File: src/rtl/delay_pulse_array_if.sv
// Signal bundle for delay_pulse_array: triggers, config write port, overrun clear,
// per-channel status and the optional pulse-counter readout.
interface delay_pulse_array_if #(
    parameter int CHANNELS = 4,
    parameter int CNT_W    = 16
);
    logic [CHANNELS-1:0] trig;
    logic                cfg_we;
    logic [3:0]          cfg_ch;
    logic [CNT_W-1:0]    cfg_delay;
    logic [CNT_W-1:0]    cfg_width;
    logic                cfg_retrig;
    logic                ovr_clr;
    logic [CHANNELS-1:0] pulse_out;
    logic [CHANNELS-1:0] busy;
    logic [CHANNELS-1:0] overrun;
    logic [3:0]          cnt_sel;
    logic                cnt_clr;
    logic [15:0]         cnt_data;

    modport master (
        output trig, cfg_we, cfg_ch, cfg_delay, cfg_width, cfg_retrig, ovr_clr,
        output cnt_sel, cnt_clr,
        input  pulse_out, busy, overrun, cnt_data
    );

    modport slave (
        input  trig, cfg_we, cfg_ch, cfg_delay, cfg_width, cfg_retrig, ovr_clr,
        input  cnt_sel, cnt_clr,
        output pulse_out, busy, overrun, cnt_data
    );
endinterface

File: src/rtl/delay_pulse_array.sv
// Multi-channel edge-triggered delayed pulse generator with retrigger and sticky overrun.
// Optional per-channel pulse counters are enabled with macro DELAY_PULSE_COUNT_EN.
module delay_pulse_array #(
    parameter int CHANNELS      = 4,
    parameter int CNT_W         = 16,
    parameter int DEFAULT_DELAY = 5,
    parameter int DEFAULT_WIDTH = 1
) (
    input  logic               CLK,
    input  logic               RST_N,
    delay_pulse_array_if.slave bus
);

    typedef enum logic [1:0] {
        ST_IDLE  = 2'd0,
        ST_DELAY = 2'd1,
        ST_PULSE = 2'd2
    } state_t;

    typedef logic [CNT_W-1:0] cnt_t;

    localparam cnt_t CNT_ZERO  = {CNT_W{1'b0}};
    localparam cnt_t CNT_ONE   = {{(CNT_W-1){1'b0}}, 1'b1};
    localparam cnt_t DEF_DELAY = CNT_W'(DEFAULT_DELAY);
    localparam cnt_t DEF_WIDTH = CNT_W'(DEFAULT_WIDTH);

    function automatic cnt_t width_m1(input cnt_t wid);
        width_m1 = (wid == CNT_ZERO) ? CNT_ZERO : (wid - CNT_ONE);
    endfunction

    // Packed {state, count} for a sequence (re)started with the given delay and width.
    function automatic logic [CNT_W+1:0] launch(input cnt_t dly, input cnt_t wid);
        if (dly != CNT_ZERO) begin
            launch = {ST_DELAY, dly - CNT_ONE};
        end else begin
            launch = {ST_PULSE, width_m1(wid)};
        end
    endfunction

    function automatic logic [CNT_W+1:0] advance(input state_t st, input cnt_t cnt, input cnt_t wid);
        case (st)
            ST_DELAY: advance = (cnt == CNT_ZERO) ? {ST_PULSE, width_m1(wid)} : {ST_DELAY, cnt - CNT_ONE};
            ST_PULSE: advance = (cnt == CNT_ZERO) ? {ST_IDLE, CNT_ZERO} : {ST_PULSE, cnt - CNT_ONE};
            default:  advance = {ST_IDLE, CNT_ZERO};
        endcase
    endfunction

    logic [CHANNELS-1:0] trig_q;
    logic [CHANNELS-1:0] edge_q;
    logic [CHANNELS-1:0] edge_d;
    state_t              state_q [CHANNELS];
    state_t              state_d [CHANNELS];
    cnt_t                cnt_q [CHANNELS];
    cnt_t                cnt_d [CHANNELS];
    cnt_t                sh_delay_q [CHANNELS];
    cnt_t                sh_delay_d [CHANNELS];
    cnt_t                sh_width_q [CHANNELS];
    cnt_t                sh_width_d [CHANNELS];
    cnt_t                wk_delay_q [CHANNELS];
    cnt_t                wk_delay_d [CHANNELS];
    cnt_t                wk_width_q [CHANNELS];
    cnt_t                wk_width_d [CHANNELS];
    logic [CHANNELS-1:0] sh_retrig_q;
    logic [CHANNELS-1:0] sh_retrig_d;
    logic [CHANNELS-1:0] wk_retrig_q;
    logic [CHANNELS-1:0] wk_retrig_d;
    logic [CHANNELS-1:0] pulse_q;
    logic [CHANNELS-1:0] pulse_d;
    logic [CHANNELS-1:0] busy_q;
    logic [CHANNELS-1:0] busy_d;
    logic [CHANNELS-1:0] ovr_q;
    logic [CHANNELS-1:0] ovr_d;
    logic [CHANNELS-1:0] cfg_hit_s;
    logic [CHANNELS-1:0] start_s;
    logic [CNT_W+1:0]    nxt_s [CHANNELS];

    // Per-channel config shadowing, sequence FSM next state and overrun flags.
    always_comb begin
        edge_d = bus.trig & ~trig_q;
        for (int i = 0; i < CHANNELS; i++) begin
            cfg_hit_s[i]   = bus.cfg_we && (bus.cfg_ch == 4'(i));
            sh_delay_d[i]  = cfg_hit_s[i] ? bus.cfg_delay  : sh_delay_q[i];
            sh_width_d[i]  = cfg_hit_s[i] ? bus.cfg_width  : sh_width_q[i];
            sh_retrig_d[i] = cfg_hit_s[i] ? bus.cfg_retrig : sh_retrig_q[i];
            wk_delay_d[i]  = wk_delay_q[i];
            wk_width_d[i]  = wk_width_q[i];
            wk_retrig_d[i] = wk_retrig_q[i];
            ovr_d[i]       = bus.ovr_clr ? 1'b0 : ovr_q[i];
            nxt_s[i]       = {state_q[i], cnt_q[i]};
            case (state_q[i])
                ST_IDLE: begin
                    if (edge_q[i]) begin
                        wk_delay_d[i]  = sh_delay_q[i];
                        wk_width_d[i]  = sh_width_q[i];
                        wk_retrig_d[i] = sh_retrig_q[i];
                        nxt_s[i]       = launch(sh_delay_q[i], sh_width_q[i]);
                    end else begin
                        nxt_s[i] = {ST_IDLE, CNT_ZERO};
                    end
                end
                ST_DELAY, ST_PULSE: begin
                    if (edge_q[i] && wk_retrig_q[i]) begin
                        nxt_s[i] = launch(wk_delay_q[i], wk_width_q[i]);
                    end else begin
                        // An ignored edge sets the flag even when ovr_clr is asserted.
                        ovr_d[i] = ovr_d[i] | edge_q[i];
                        nxt_s[i] = advance(state_q[i], cnt_q[i], wk_width_q[i]);
                    end
                end
                default: begin
                    nxt_s[i] = {ST_IDLE, CNT_ZERO};
                end
            endcase
            state_d[i] = state_t'(nxt_s[i][CNT_W+1:CNT_W]);
            cnt_d[i]   = nxt_s[i][CNT_W-1:0];
            pulse_d[i] = (state_d[i] == ST_PULSE);
            busy_d[i]  = (state_d[i] != ST_IDLE);
            start_s[i] = pulse_d[i] && (state_q[i] != ST_PULSE);
        end
    end

    // State, counters, config and registered outputs.
    always_ff @(posedge CLK) begin
        if (!RST_N) begin
            trig_q      <= {CHANNELS{1'b1}};
            edge_q      <= {CHANNELS{1'b0}};
            sh_retrig_q <= {CHANNELS{1'b0}};
            wk_retrig_q <= {CHANNELS{1'b0}};
            pulse_q     <= {CHANNELS{1'b0}};
            busy_q      <= {CHANNELS{1'b0}};
            ovr_q       <= {CHANNELS{1'b0}};
            for (int i = 0; i < CHANNELS; i++) begin
                state_q[i]    <= ST_IDLE;
                cnt_q[i]      <= CNT_ZERO;
                sh_delay_q[i] <= DEF_DELAY;
                sh_width_q[i] <= DEF_WIDTH;
                wk_delay_q[i] <= DEF_DELAY;
                wk_width_q[i] <= DEF_WIDTH;
            end
        end else begin
            trig_q      <= bus.trig;
            edge_q      <= edge_d;
            sh_retrig_q <= sh_retrig_d;
            wk_retrig_q <= wk_retrig_d;
            pulse_q     <= pulse_d;
            busy_q      <= busy_d;
            ovr_q       <= ovr_d;
            for (int i = 0; i < CHANNELS; i++) begin
                state_q[i]    <= state_d[i];
                cnt_q[i]      <= cnt_d[i];
                sh_delay_q[i] <= sh_delay_d[i];
                sh_width_q[i] <= sh_width_d[i];
                wk_delay_q[i] <= wk_delay_d[i];
                wk_width_q[i] <= wk_width_d[i];
            end
        end
    end

    assign bus.pulse_out = pulse_q;
    assign bus.busy      = busy_q;
    assign bus.overrun   = ovr_q;

`ifdef DELAY_PULSE_COUNT_EN
    logic [15:0] evt_cnt_q [CHANNELS];
    logic [15:0] evt_cnt_d [CHANNELS];
    logic [15:0] cnt_data_q;
    logic [15:0] cnt_data_d;

    // Saturating pulse-start counters; a clear overrides a same-cycle increment.
    always_comb begin
        cnt_data_d = 16'h0000;
        for (int i = 0; i < CHANNELS; i++) begin
            if (bus.cnt_clr) begin
                evt_cnt_d[i] = 16'h0000;
            end else if (start_s[i] && (evt_cnt_q[i] != 16'hFFFF)) begin
                evt_cnt_d[i] = evt_cnt_q[i] + 16'd1;
            end else begin
                evt_cnt_d[i] = evt_cnt_q[i];
            end
            cnt_data_d = (bus.cnt_sel == 4'(i)) ? evt_cnt_q[i] : cnt_data_d;
        end
    end

    // Counter storage and registered readout.
    always_ff @(posedge CLK) begin
        if (!RST_N) begin
            cnt_data_q <= 16'h0000;
            for (int i = 0; i < CHANNELS; i++) begin
                evt_cnt_q[i] <= 16'h0000;
            end
        end else begin
            cnt_data_q <= cnt_data_d;
            for (int i = 0; i < CHANNELS; i++) begin
                evt_cnt_q[i] <= evt_cnt_d[i];
            end
        end
    end

    assign bus.cnt_data = cnt_data_q;
`else
    logic unused_cnt_s;
    assign unused_cnt_s = ^{bus.cnt_sel, bus.cnt_clr, start_s};
    assign bus.cnt_data = 16'h0000;
`endif

endmodule

File: src/flat_wrapper.sv
// flat-port wrapper written by rule: the top's interface ports become plain ports
module delay_pulse_array_flat 
#(
    parameter int CHANNELS      = 4,
    parameter int CNT_W         = 16,
    parameter int DEFAULT_DELAY = 5,
    parameter int DEFAULT_WIDTH = 1
)
  (CLK, RST_N, bus_trig, bus_cfg_we, bus_cfg_ch, bus_cfg_delay, bus_cfg_width, bus_cfg_retrig, bus_ovr_clr, bus_cnt_sel, bus_cnt_clr, bus_pulse_out, bus_busy, bus_overrun, bus_cnt_data);
  delay_pulse_array_if #(.CHANNELS(CHANNELS), .CNT_W(CNT_W)) bus_i ();
  input  logic CLK;
  input  logic RST_N;
  input wire logic [$bits(bus_i.trig)-1:0] bus_trig;
  input wire logic [$bits(bus_i.cfg_we)-1:0] bus_cfg_we;
  input wire logic [$bits(bus_i.cfg_ch)-1:0] bus_cfg_ch;
  input wire logic [$bits(bus_i.cfg_delay)-1:0] bus_cfg_delay;
  input wire logic [$bits(bus_i.cfg_width)-1:0] bus_cfg_width;
  input wire logic [$bits(bus_i.cfg_retrig)-1:0] bus_cfg_retrig;
  input wire logic [$bits(bus_i.ovr_clr)-1:0] bus_ovr_clr;
  input wire logic [$bits(bus_i.cnt_sel)-1:0] bus_cnt_sel;
  input wire logic [$bits(bus_i.cnt_clr)-1:0] bus_cnt_clr;
  output wire logic [$bits(bus_i.pulse_out)-1:0] bus_pulse_out;
  output wire logic [$bits(bus_i.busy)-1:0] bus_busy;
  output wire logic [$bits(bus_i.overrun)-1:0] bus_overrun;
  output wire logic [$bits(bus_i.cnt_data)-1:0] bus_cnt_data;
  assign bus_i.trig = bus_trig;
  assign bus_i.cfg_we = bus_cfg_we;
  assign bus_i.cfg_ch = bus_cfg_ch;
  assign bus_i.cfg_delay = bus_cfg_delay;
  assign bus_i.cfg_width = bus_cfg_width;
  assign bus_i.cfg_retrig = bus_cfg_retrig;
  assign bus_i.ovr_clr = bus_ovr_clr;
  assign bus_i.cnt_sel = bus_cnt_sel;
  assign bus_i.cnt_clr = bus_cnt_clr;
  assign bus_pulse_out = bus_i.pulse_out;
  assign bus_busy = bus_i.busy;
  assign bus_overrun = bus_i.overrun;
  assign bus_cnt_data = bus_i.cnt_data;
  delay_pulse_array #(.CHANNELS(CHANNELS), .CNT_W(CNT_W), .DEFAULT_DELAY(DEFAULT_DELAY), .DEFAULT_WIDTH(DEFAULT_WIDTH)) u_core (.CLK(CLK), .RST_N(RST_N), .bus(bus_i));
endmodule
File: config.mk
export PLATFORM = sky130hd
export DESIGN_NAME = delay_pulse_array_flat
export DESIGN_NICKNAME = d
export VERILOG_FILES = /design/src/rtl/delay_pulse_array_if.sv /design/src/rtl/delay_pulse_array.sv /design/src/flat_wrapper.sv
export SDC_FILE = /design/constraint.sdc
export NUM_CORES = 1
export LEC_CHECK = 0
export ABC_AREA = 1
export CORE_MARGIN = 1.5
export CORE_UTILIZATION = 57
export DETAILED_ROUTE_END_ITERATION = 10
export MAX_ROUTING_LAYER = met4
export PLACE_DENSITY = 0.78
export SLEW_MARGIN = 20
export SYNTH_ARGS = -nofsm -noshare
export SYNTH_HDL_FRONTEND = slang
export SYNTH_SLANG_ARGS = --single-unit
File: constraint.sdc
create_clock -name CLK -period 1.53 [get_ports CLK]
set_input_delay 0.306 -clock CLK [delete_from_list [all_inputs] [get_ports CLK]]
set_output_delay 0.306 -clock CLK [all_outputs]
set_load 0.02 [all_outputs]
==> metrics, run 1 <==
outcome did not finish; Failed at global routing (5_1_grt); Error Message [ERROR GRT-0232] Routing congestion too high. Check the congestion heatmap in the GUI.; Mapped Cells 3845; largest net degree at the start of global routing 56; Synth top area share approximately 30%; syn avg cell area just over 6 um2; num ports 78; GPL Wtd Cong 1.00; Initial Utilization 58.1%; GRT worst endpoint u_core.cnt_q[0][13]$_SDFF_PN0_/D; Die X 207 um; Post-synth EDFFs 0; gr ovfl total 11; most frequent cell after synthesis nand2_1; Rows 74; TritonCTS Buffers 42; Yosys warning total 0; Mapped Area about 0.024 mm2; clk sinks 356; number of buffers added on ports 56; FF+latch count, synth approximately 360; dpl hpwl 61300 um; register area share after synthesis 29.9%; post-synthesis cell type count 50; CTS Hold Bufs 0; WEP type register input; CTS HTree Levels 2; top_reg_cell synth dfxtp_1; cells taking the most area after synthesis dfxtp_1 (30%), nand2_1 (15%), nand3_1 (8.3%); asr flop ratio synth 0%; root buffer cell clkbuf_16; GRT Overall Usage 68.4%; Synth area leader dfxtp_1; Die Height 207 um; Post-synth top cells nand2_1 (932), inv_1 (437), nor2_1 (430); Max clock buf depth 3
per-stage QoR:
step                      setup slack (ps)  instances  cell area (um2)
after detailed placement              -395       5019            30200
after floorplan                      -18.0       3860            24000
after global placement                -295       5019            30200
after CTS                             -163       5184            34500
kinds of logic after synthesis:
logic type               share of synthesized area [%]
buffers and inverters                             10.6
other                                           0.0157
XOR/XNOR                                          4.45
AND/OR/NAND/NOR                                   37.4
adder cells (fa/ha/maj)                           1.89
AO/OA/AOI/OAI                                     15.7
flip-flops                                        29.9
layer usage:
metal  GRT overflow  GRT usage (%)
met2              1           88.7
met4              8           70.3
met3              2           47.3
met5              -              -
met1              0           64.4
what timing repair did:
item,in CTS
gates cloned,11
pin swaps,269
setup endpoints to repair,106
resized for setup,603
setup buffers,80
==> run 2: changes to the inputs <==
- CORE_UTILIZATION: 57 -> 40
- MAX_ROUTING_LAYER: met4 -> default
- PLACE_DENSITY: 0.78 -> default
- PLACE_DENSITY_LB_ADDON: default -> 0.15
- clock period: 1.53 -> 2 ns (I/O delays scaled with it)
==> run 2 against run 1 <==
  * The run now ends clean
  * Synthesized area unchanged
  * Synthesized cell count unchanged
==> metrics, run 2 <==
initial antenna violation count 1; worst-case vdd ir drop 0.558 mV; vias in the first global route 21979; Critical Path Sink Type flop; most frequent cell after synthesis nand2_1 (unchanged); Rows 89 (was 74); CTS HTree Levels 2 (unchanged); GRT Overall Usage 25.0%; Reg2Reg Depth 9; FF+latch count, synth 356 (unchanged); pre-CTS WS -3.86 ps (was -395 ps); WL/cell 16.1 um; Yosys warning total 0 (unchanged); worst-path cell with the longest stage delay dfxtp_1; Die Height 247 um (was 207 um); maximum clock frequency 0.522 GHz; Synth area leader dfxtp_1 (unchanged); TritonCTS clock tree built; Gate power share a little under an eighth; vias per cell between 5 and 6; Worst setup SP type flop; number of buffers added on ports 56 (unchanged); Hold WS slightly above 50 ps; Reg-to-Reg Start u_core.sh_delay_q[3][0]; Worst Skew 23.6 ps; Worst-path clk slew 60 ps; commonest cells after routing, fill and taps aside nand2_1 (928), inv_1 (436), nor2_1 (428), nand3_1 (386), dfxtp_1 (356); reg2reg setup slack 90 ps; largest net degree at the start of global routing 103; core area around 0.06 mm2; Hold Vio Cnt, Final 0; HP Class primary input to flop; WHS Endpoint u_core.trig_q[1]; root buffer cell clkbuf_16 (unchanged); dpl hpwl 59200 um (was 61300 um); register area share after synthesis 29.9% (unchanged); Die X 247 um (was 207 um); via count 23879; Synth top area share 29.9% (unchanged); most common cell after layout, fill and taps aside nand2_1; area occupied by multi-input gates 0.0143 mm2; sequential share of power about two fifths; post-route ant nets 0; worst r2r dst u_core.cnt_q[3][10]; Hold Path Origin RST_N; Max clock buf depth 3 (unchanged); Layout area overhead 15.5%; Mapped Area 0.0238 mm2 (unchanged); RSZ-0062 raised after global routing no; asr flop ratio synth 0% (unchanged); fin crit share 95.7%; Ant. Diodes 0; die area 0.0611 mm2; Critical Path AT approximately 2400 ps; syn avg cell area 6.20 um2 (unchanged); Leak Pwr 12.8 nW; Sw Share ~27%; final worst slack 85.6 ps; register area 0.00713 mm2; Initial Utilization 40.5% (was 58.1%); # fillers 6213; global-route wire length before repair 121000 um; Final #Nets ~4000; clk sinks 356 (unchanged); top_reg_cell synth dfxtp_1 (unchanged); clock network power share 46.9%; Cell Pwr Density 644 mW/mm2; share of layout cells above drive strength 1 10.6%; Final Critical Period between 1500 and 2000 ps; Post-synth top cells nand2_1 (932), inv_1 (437), nor2_1 (430) (unchanged); post-synthesis cell type count 50 (unchanged); Post-Route WL 76700 um; switching power of the nets 0.00477 W; Pre-Repair DR Iteration Count 6; Crit Path Max Fanout 4; gr ovfl total 0; CP top delay family simple AND/OR/NAND/NOR gates; Post-synth EDFFs 0 (unchanged); outcome completed (was did not finish); Setup Viol. Count Final 0; Cell Int Power 0.0130 W; GPL Wtd Cong 0.909 (was 1.00); num ports 78 (unchanged); cells taking the most area after synthesis dfxtp_1 (30%), nand2_1 (15%), nand3_1 (8.3%) (unchanged); Worst path max stage delay 340 ps; Mapped Cells 3845 (unchanged); DRT iter0 DRCs approximately 1900; Worst EP required between 2000 and 3000 ps; worst-path cell chain inv_1 > ha_1 > nand3_2 > nor2_4 > buf_4 > nand2_1 > xor2_1 > nand3_1 > a21oi_1; clock insertion delay at the later pin of the skew report ~580 ps; Fin Setup TNS 0 ps; WS Path Type flop to flop; Final Max Slew Viols 0; max-cap viol count 0; critical path buffer and inverter count 2; hold path cells 2; TritonCTS Buffers 44 (was 42); DR DRC count 0
run 2: area by class of cell:
class	count	area share, %
clock inverters	18	0.950
flip-flops and latches	356	25.9
multi-input cells	2888	52.1
repair inverters	1	0.0273
repair buffers	207	6.69
inverters	470	6.43
clock buffers	55	4.41
well taps	773	3.51
run 2: cells by family after synthesis:
kind of cell / count (synthesis) / synth area share, %
other cells: 1 / 0.0157
flops: 356 / 29.9
simple gates: 1991 / 37.4
fa+ha+maj: 36 / 1.89
xor+xnor: 121 / 4.45
compound gates: 724 / 15.7
buf+inv: 616 / 10.6
run 2: worst register-to-register path, cell delays in order (launching register included):
cell and delay (ps):
dfxtp_1 340, inv_1 100, ha_1 210, nand3_2 140, nor2_4 160, buf_4 140
nand2_1 60, xor2_1 270, nand3_1 210, a21oi_1 210
run 2: per-layer routing:
| layer | track usage (%) | up-vias | wire [um] |
|---|---|---|---|
| li1 | - | 12615 | - |
| met1 | 34.7 | 10661 | 37200 |
| met2 | 40.0 | 490 | 33900 |
| met3 | 2.11 | 113 | 2830 |
| met4 | 9.40 | 0 | 2730 |
| met5 | 0 | - | 0 |
run 2: power groups by stage:
| stage | clock network (W) | registers (W) | logic, W |
|---|---|---|---|
| CTS | 0.00849 | 0.00741 | 0.00199 |
| global placement | 0 | 0.00757 | 0.00197 |
| detailed placement | 0 | 0.00757 | 0.00198 |
| floorplan | 0 | 0.00752 | 0.00137 |
| global route | 0.00878 | 0.00744 | 0.00224 |
| finish | 0.00832 | 0.00742 | 0.00200 |
run 2: worst max path at each step:
stage | end | slack (ps) | start | depth (start not counted)
4_1_cts | bus_overrun[3] | 50 | u_core.bus.overrun[3] | 1
3_5_place_dp | u_core.sh_width_q[3][8] | -4 | bus_cfg_we | 8
5_1_grt | u_core.cnt_q[0][13] | 2 | u_core.wk_width_q[0][0] | 11
3_3_place_gp | u_core.sh_width_q[3][13] | 30 | bus_cfg_we | 8
2_1_floorplan | u_core.cnt_q[0][5] | 380 | u_core.sh_width_q[0][0] | 10
6_report | u_core.cnt_q[3][10] | 90 | u_core.sh_delay_q[3][0] | 9
run 2: metrics by stage:
| stage | std cells | utilization, % | power, W | area, um2 |
|---|---|---|---|---|
| 6_report | 4768 | 46.7 | 0.0177 | 27500 |
| 5_1_grt | 4768 | 46.7 | 0.0185 | 27500 |
| 4_1_cts | 4759 | 46.4 | 0.0179 | 27400 |
| 3_5_place_dp | 4686 | 43.9 | 0.00954 | 25900 |
| 3_3_place_gp | 4686 | 43.9 | 0.00954 | 25900 |
| 2_1_floorplan | 3860 | - | 0.00890 | 23900 |
run 2: timing repair:
item,CTS,global route
resized for setup,2,27
setup buffers,0,8
pin swaps,0,11
endpoints found under the setup margin,2,52
gates cloned,0,1
hold buffers,0,0
(Power assumes the default switching activity.)
==> run 3: changes to the inputs <==
- CELL_PAD_IN_SITES_DETAIL_PLACEMENT: default -> 1
- CELL_PAD_IN_SITES_GLOBAL_PLACEMENT: default -> 1
==> run 3 against run 2 <==
  * Cell count up 0.57%
  * Clock skew down 7.0 ps
  * Clock power up 9.4%
  * Critical path depth down 8
  * Utilization up 0.89 points
  * Power up 5.1%
  * Setup slack worse by 31 ps
==> metrics, run 3 (synthesized netlist as in run 2, its figures left out) <==
# fillers 7990 (was 6213); Worst setup SP type flop (unchanged); Ant. Diodes 0 (unchanged); dpl hpwl 67400 um (was 59200 um); worst-path cell with the longest stage delay clkdlybuf4s50_1 (was dfxtp_1); Final Critical Period 1950 ps (was 1910 ps); GPL Wtd Cong 0.887 (was 0.909); Rows 89 (unchanged); TritonCTS Buffers 46 (was 44); CTS Hold Bufs 0 (unchanged); Max clock buf depth 3 (unchanged); final worst slack 54.8 ps (was 85.6 ps); Hold Vio Cnt, Final 0 (unchanged); WS Path Type flop to output port (was flop to flop); critical path buffer and inverter count 1 (was 2); Final #Nets 4072 (was 4054); Die Height 247 um (unchanged); CP top delay family buffers and inverters (was simple AND/OR/NAND/NOR gates); clk sinks 356 (unchanged); core area 0.0589 mm2 (unchanged); DR DRC count 0 (unchanged); via count 24986 (was 23879); Leak Pwr 13.0 nW (was 12.8 nW); Fin Setup TNS 0 ps (unchanged); Placed Cells 4696 (was 4686); Pre-Repair DR Iteration Count 5 (was 6); most common cell after layout, fill and taps aside nand2_1 (unchanged); root buffer cell clkbuf_16 (unchanged); die area 0.0611 mm2 (unchanged); Final Max Slew Viols 0 (unchanged); HP Class primary input to flop (unchanged); Layout area overhead 17.8% (was 15.5%); RSZ-0062 raised after global routing yes (was no); worst-path cell chain clkdlybuf4s50_1 (was inv_1 > ha_1 > nand3_2 > nor2_4 > buf_4 > nand2_1 > xor2_1 > nand3_1 > a21oi_1); fin crit share 97.3% (was 95.7%); Post-Route WL 87400 um (was 76700 um); worst-case vdd ir drop 0.595 mV (was 0.558 mV); largest net degree at the start of global routing 76 (was 103); Setup Viol. Count Final 0 (unchanged); initial antenna violation count 0 (was 1); WL/cell 18.2 um (was 16.1 um); GRT Overall Usage 28.5% (was 25.0%); Crit Path Max Fanout 1 (was 4); Die X 247 um (unchanged); gr ovfl total 0 (unchanged); clock insertion delay at the later pin of the skew report 600 ps (was 580 ps); post-route ant nets 0 (unchanged); number of buffers added on ports 56 (unchanged); TritonCTS clock tree built (unchanged); Critical Path AT 1550 ps (was 2420 ps); vias per cell 5.21 (was 5.01); maximum clock frequency 0.514 GHz (was 0.522 GHz); share of layout cells above drive strength 1 12.0% (was 10.6%); Worst-path clk slew 60 ps (about the same); CTS HTree Levels 2 (unchanged); outcome completed (unchanged); Worst EP required 1600 ps (was 2510 ps); Worst path max stage delay 610 ps (was 340 ps); DRT iter0 DRCs 1319 (was 1890); Worst-Margin Slew slightly below 600 ps; pre-CTS WS -79.8 ps (was -3.86 ps); Hold WS 112 ps (was 50.6 ps); global-route wire length before repair 138000 um (was 121000 um); Initial Utilization 40.5% (unchanged); commonest cells after routing, fill and taps aside nand2_1 (926), inv_1 (430), nor2_1 (421), nand3_1 (380), dfxtp_1 (356) (was nand2_1 (928), inv_1 (436), nor2_1 (428), nand3_1 (386), dfxtp_1 (356)); slew margin rel. 60.1%; Worst Skew 16.6 ps (was 23.6 ps); max-cap viol count 0 (unchanged); num ports 78 (unchanged); vias in the first global route 25043 (was 21979); Critical Path Sink Type output port (was flop); Non-Filler Instances 4795 (was 4768); Cell Pwr Density 664 mW/mm2 (was 644 mW/mm2)
==> run 3: area by class of cell <==
class / instances / area (um2) / share of cell area [%]
multi-input combinational: 2889 / 14500 / 51.8
sequential: 356 / 7130 / 25.4
timing repair buffer: 223 / 2030 / 7.22
inverter: 470 / 1780 / 6.34
clock buffer: 58 / 1270 / 4.52
tap: 773 / 967 / 3.45
clock inverter: 26 / 358 / 1.28
==> run 3: final timing paths <==
check	from	slack, ps	cells past startpoint	to
worst max-delay path	u_core.bus.pulse_out[2]	50	1	bus_pulse_out[2]
worst min-delay path	RST_N	110	2	u_core.trig_q[3]
worst max register to register	u_core.sh_delay_q[0][0]	70	10	u_core.cnt_q[0][3]
worst min register to register	u_core.trig_q[3]	390	1	u_core.edge_q[3]
==> run 3: power by group <==
group / total (W) / leakage, nW / internal (W) / switching, W
logic: 0.00212 / 9.32 / 0.000687 / 0.00144
registers: 0.00742 / 2.88 / 0.00726 / 0.000167
clock network: 0.00910 / 0.800 / 0.00553 / 0.00357
total: 0.0186 / 13.0 / 0.0135 / 0.00517
==> run 3: repair_timing <==
action	4_1_cts	5_1_grt
buffers inserted	1	13
resized for setup	6	73
pin swaps	3	10
setup endpoints to repair	7	68
gates cloned	0	1
==> run 3: layer usage <==
metal / part of all wire [%] / up-vias / global-route usage [%]
met5: 0 / - / 0
met1: 48 / 11777 / 38.3
li1: - / 12670 / -
met2: 45 / 398 / 47.2
met4: 3.7 / 0 / 9.85
met3: 3.3 / 141 / 3.16
==> run 3: stage by stage <==
| stage | cell area [um2] | utilization, % | total power (W) |
|---|---|---|---|
| floorplan | 23900 | - | 0.00890 |
| global placement | 26000 | 44.2 | 0.00959 |
| detailed placement | 26000 | 44.2 | 0.00963 |
| CTS | 27700 | 47.0 | 0.0188 |
| global route | 28100 | 47.6 | 0.0193 |
| finish | 28100 | 47.6 | 0.0186 |
==> run 4: changes to the inputs <==
- CTS_BUF_LIST: default -> sky130_fd_sc_hd__clkbuf_2
==> run 4 against run 3 <==
  * The run now ends with negative setup slack left
  * Largest cell class unchanged
  * Clock skew is 52 ps higher
  * Wire length decreased by 0.40%
  * Highest routed layer unchanged
  * Flip-flop and latch count did not move
  * Critical endpoint is now bus_overrun[2]
==> metrics, run 4 (synthesized netlist as in run 2, its figures left out) <==
critical path buffer and inverter count 1 (unchanged); Die X 247 um (unchanged); failing checks negative setup slack; Cell Int Power 0.0103 W (was 0.0135 W); clk sinks 356 (unchanged); WP depth 1 (unchanged); WS Path Type flop to output port (unchanged); vias per cell 5.13 (was 5.21); Worst-Margin Slew 570 ps (was 596 ps); Crit Path Max Fanout 2 (was 1); DRT iter0 DRCs 1266 (was 1319); worst-path cell chain buf_6 (was clkdlybuf4s50_1); WL/cell 17.7 um (was 18.2 um); sequential share of power 47.7% (was 39.8%); TritonCTS Buffers 103 (was 46); Worst EP required 1600 ps (about the same); RSZ-0062 raised after global routing yes (unchanged); outcome complete, but fails checks (was completed); most common cell after layout, fill and taps aside nand2_1 (unchanged); via count 25226 (was 24986); gr ovfl total 0 (unchanged); reg2reg setup slack 70 ps (about the same); Leak Pwr 13.0 nW (about the same); largest net degree at the start of global routing 76 (unchanged); Layout Utilization 46.9% (was 47.6%); final worst slack -46.5 ps (was 54.8 ps); Reg2Reg Depth 10 (unchanged); share of layout cells above drive strength 1 14.3% (was 12.0%); Setup Viol. Count Final 2 (was 0); max-cap viol count 0 (unchanged); global-route wire length before repair 137000 um (was 138000 um); Post-Route WL 87100 um (was 87400 um); Final Max Slew Viols 0 (unchanged); Initial Utilization 40.5% (unchanged); Worst Skew 68.8 ps (was 16.6 ps); Layout area overhead 15.9% (was 17.8%); Max clock buf depth 3 (unchanged); switching power of the nets 0.00523 W (was 0.00517 W); pre-CTS WS -79.8 ps (unchanged); vias in the first global route 25394 (was 25043); clock insertion delay at the later pin of the skew report 1160 ps (was 600 ps); Final Critical Period 2050 ps (was 1950 ps); Final #Nets 4141 (was 4072); root buffer cell clkbuf_2 (was clkbuf_16); DR DRC count 0 (unchanged); maximum clock frequency 0.489 GHz (was 0.514 GHz); Rows 89 (unchanged); post-route ant nets 0 (unchanged); Non-Filler Instances 4916 (was 4795); GRT Overall Usage 28.5% (about the same); Pre-Repair DR Iteration Count 5 (unchanged); worst-path cell with the longest stage delay dfxtp_4 (was clkdlybuf4s50_1); dpl hpwl 67400 um (unchanged); CP top delay family flip-flops (was buffers and inverters); TritonCTS clock tree built (unchanged); Worst path max stage delay 370 ps (was 610 ps); number of buffers added on ports 56 (unchanged); fin crit share 102% (was 97.3%); Critical Path AT 1650 ps (was 1550 ps); commonest cells after routing, fill and taps aside nand2_1 (926), inv_1 (431), nor2_1 (420), nand3_1 (375), dfxtp_1 (344) (was nand2_1 (926), inv_1 (430), nor2_1 (421), nand3_1 (380), dfxtp_1 (356)); hold path cells 3 (was 2); Critical Path Sink Type output port (unchanged); Worst-path clk slew 110 ps (was 60 ps); Placed Cells 4696 (unchanged); GPL Wtd Cong 0.887 (unchanged); core area 0.0589 mm2 (unchanged); Cell Pwr Density 563 mW/mm2 (was 664 mW/mm2); initial antenna violation count 1 (was 0); Hold Vio Cnt, Final 0 (unchanged); num ports 78 (unchanged); Gate power share 13.7% (was 11.4%); HP Class primary input to flop (unchanged); Worst setup SP type flop (unchanged); Die Height 247 um (unchanged); clock network power share 38.6% (was 48.8%); slew margin rel. 61.8% (was 60.1%); CTS HTree Levels 3 (was 2); die area 0.0611 mm2 (unchanged); Sw Share 33.6% (was 27.7%); worst-case vdd ir drop 0.293 mV (was 0.595 mV)
==> run 4: cell count changes in the layout (fill, tap and decap cells not counted), sizes merged, moves of 5 or more <==
| cell | change |
|---|---|
| clkdlybuf4s50 | -10 |
| buf | +11 |
| clkbuf | +84 |
| dlygate4sd3 | +14 |
| bufinv | -5 |
| clkinv | +27 |
==> run 4: area by class of cell <==
cell class / count / area [um2]
flip-flops and latches: 356 / 7140
fillers: 8159 / 31300
multi-input cells: 2889 / 14600
clock buffers: 143 / 716
well taps: 773 / 967
repair buffers: 235 / 2180
inverters: 470 / 1780
diodes: 1 / 2.50
clock inverters: 49 / 283
==> run 4: routing by layer <==
layer  vias to the layer above  share of wire (%)  routed length, um  GRT usage, %
met5                         -                  0                  0             0
met4                         0                3.0               2610          9.95
met3                       126                3.7               3240          3.65
met2                       416                 46              39600          47.2
met1                     11836                 48              41600          38.0
li1                      12848                  -                  -             -
==> run 4: repair_timing <==
item / CTS / global route
endpoints found under the setup margin: 18 / 81
gates cloned: 0 / 1
gates resized for setup: 88 / 77
hold buffers: 14 / 0
pin swaps: 2 / 13
hold endpoints to repair: 285 / 0
buffers inserted: 3 / 9
==> run 4: power by group through the flow <==
stage	sequential (W)	clock, W	combinational, W
6_report	0.00741	0.00600	0.00214
4_1_cts	0.00741	0.00620	0.00210
2_1_floorplan	0.00752	0	0.00137
3_3_place_gp	0.00757	0	0.00202
5_1_grt	0.00744	0.00655	0.00240
3_5_place_dp	0.00757	0	0.00206
==> run 4: final timing paths <==
| kind | from | to |
|---|---|---|
| setup / recovery | u_core.bus.overrun[2] | bus_overrun[2] |
| hold / removal | bus_cfg_width[14] | u_core.sh_width_q[0][14] |
| setup reg to reg | u_core.sh_delay_q[0][0] | u_core.cnt_q[0][12] |
| hold reg to reg | u_core.trig_q[0] | u_core.edge_q[0] |
==> run 4: worst reg2reg max path, cell delays in order, from the launching register on <==
cell and delay, ps:
dfxtp_1 330, inv_1 80, ha_2 210, nand3_4 110, nor2_4 140, nand4_1 230
inv_4 170, buf_12 130, o21ai_0 150, nand2_1 180, a21oi_1 90
==> run 4: metrics by stage <==
stage          hold WS, ps  power, W  setup TNS, ps  cell area [um2]
4_1_cts               4.60    0.0157          -1520            27200
3_5_place_dp           387   0.00963           -625            26000
2_1_floorplan          375   0.00890              0            23900
5_1_grt               77.8    0.0164          -1180            27600
6_report               122    0.0155          -61.2            27600
3_3_place_gp           380   0.00959           -165            26000
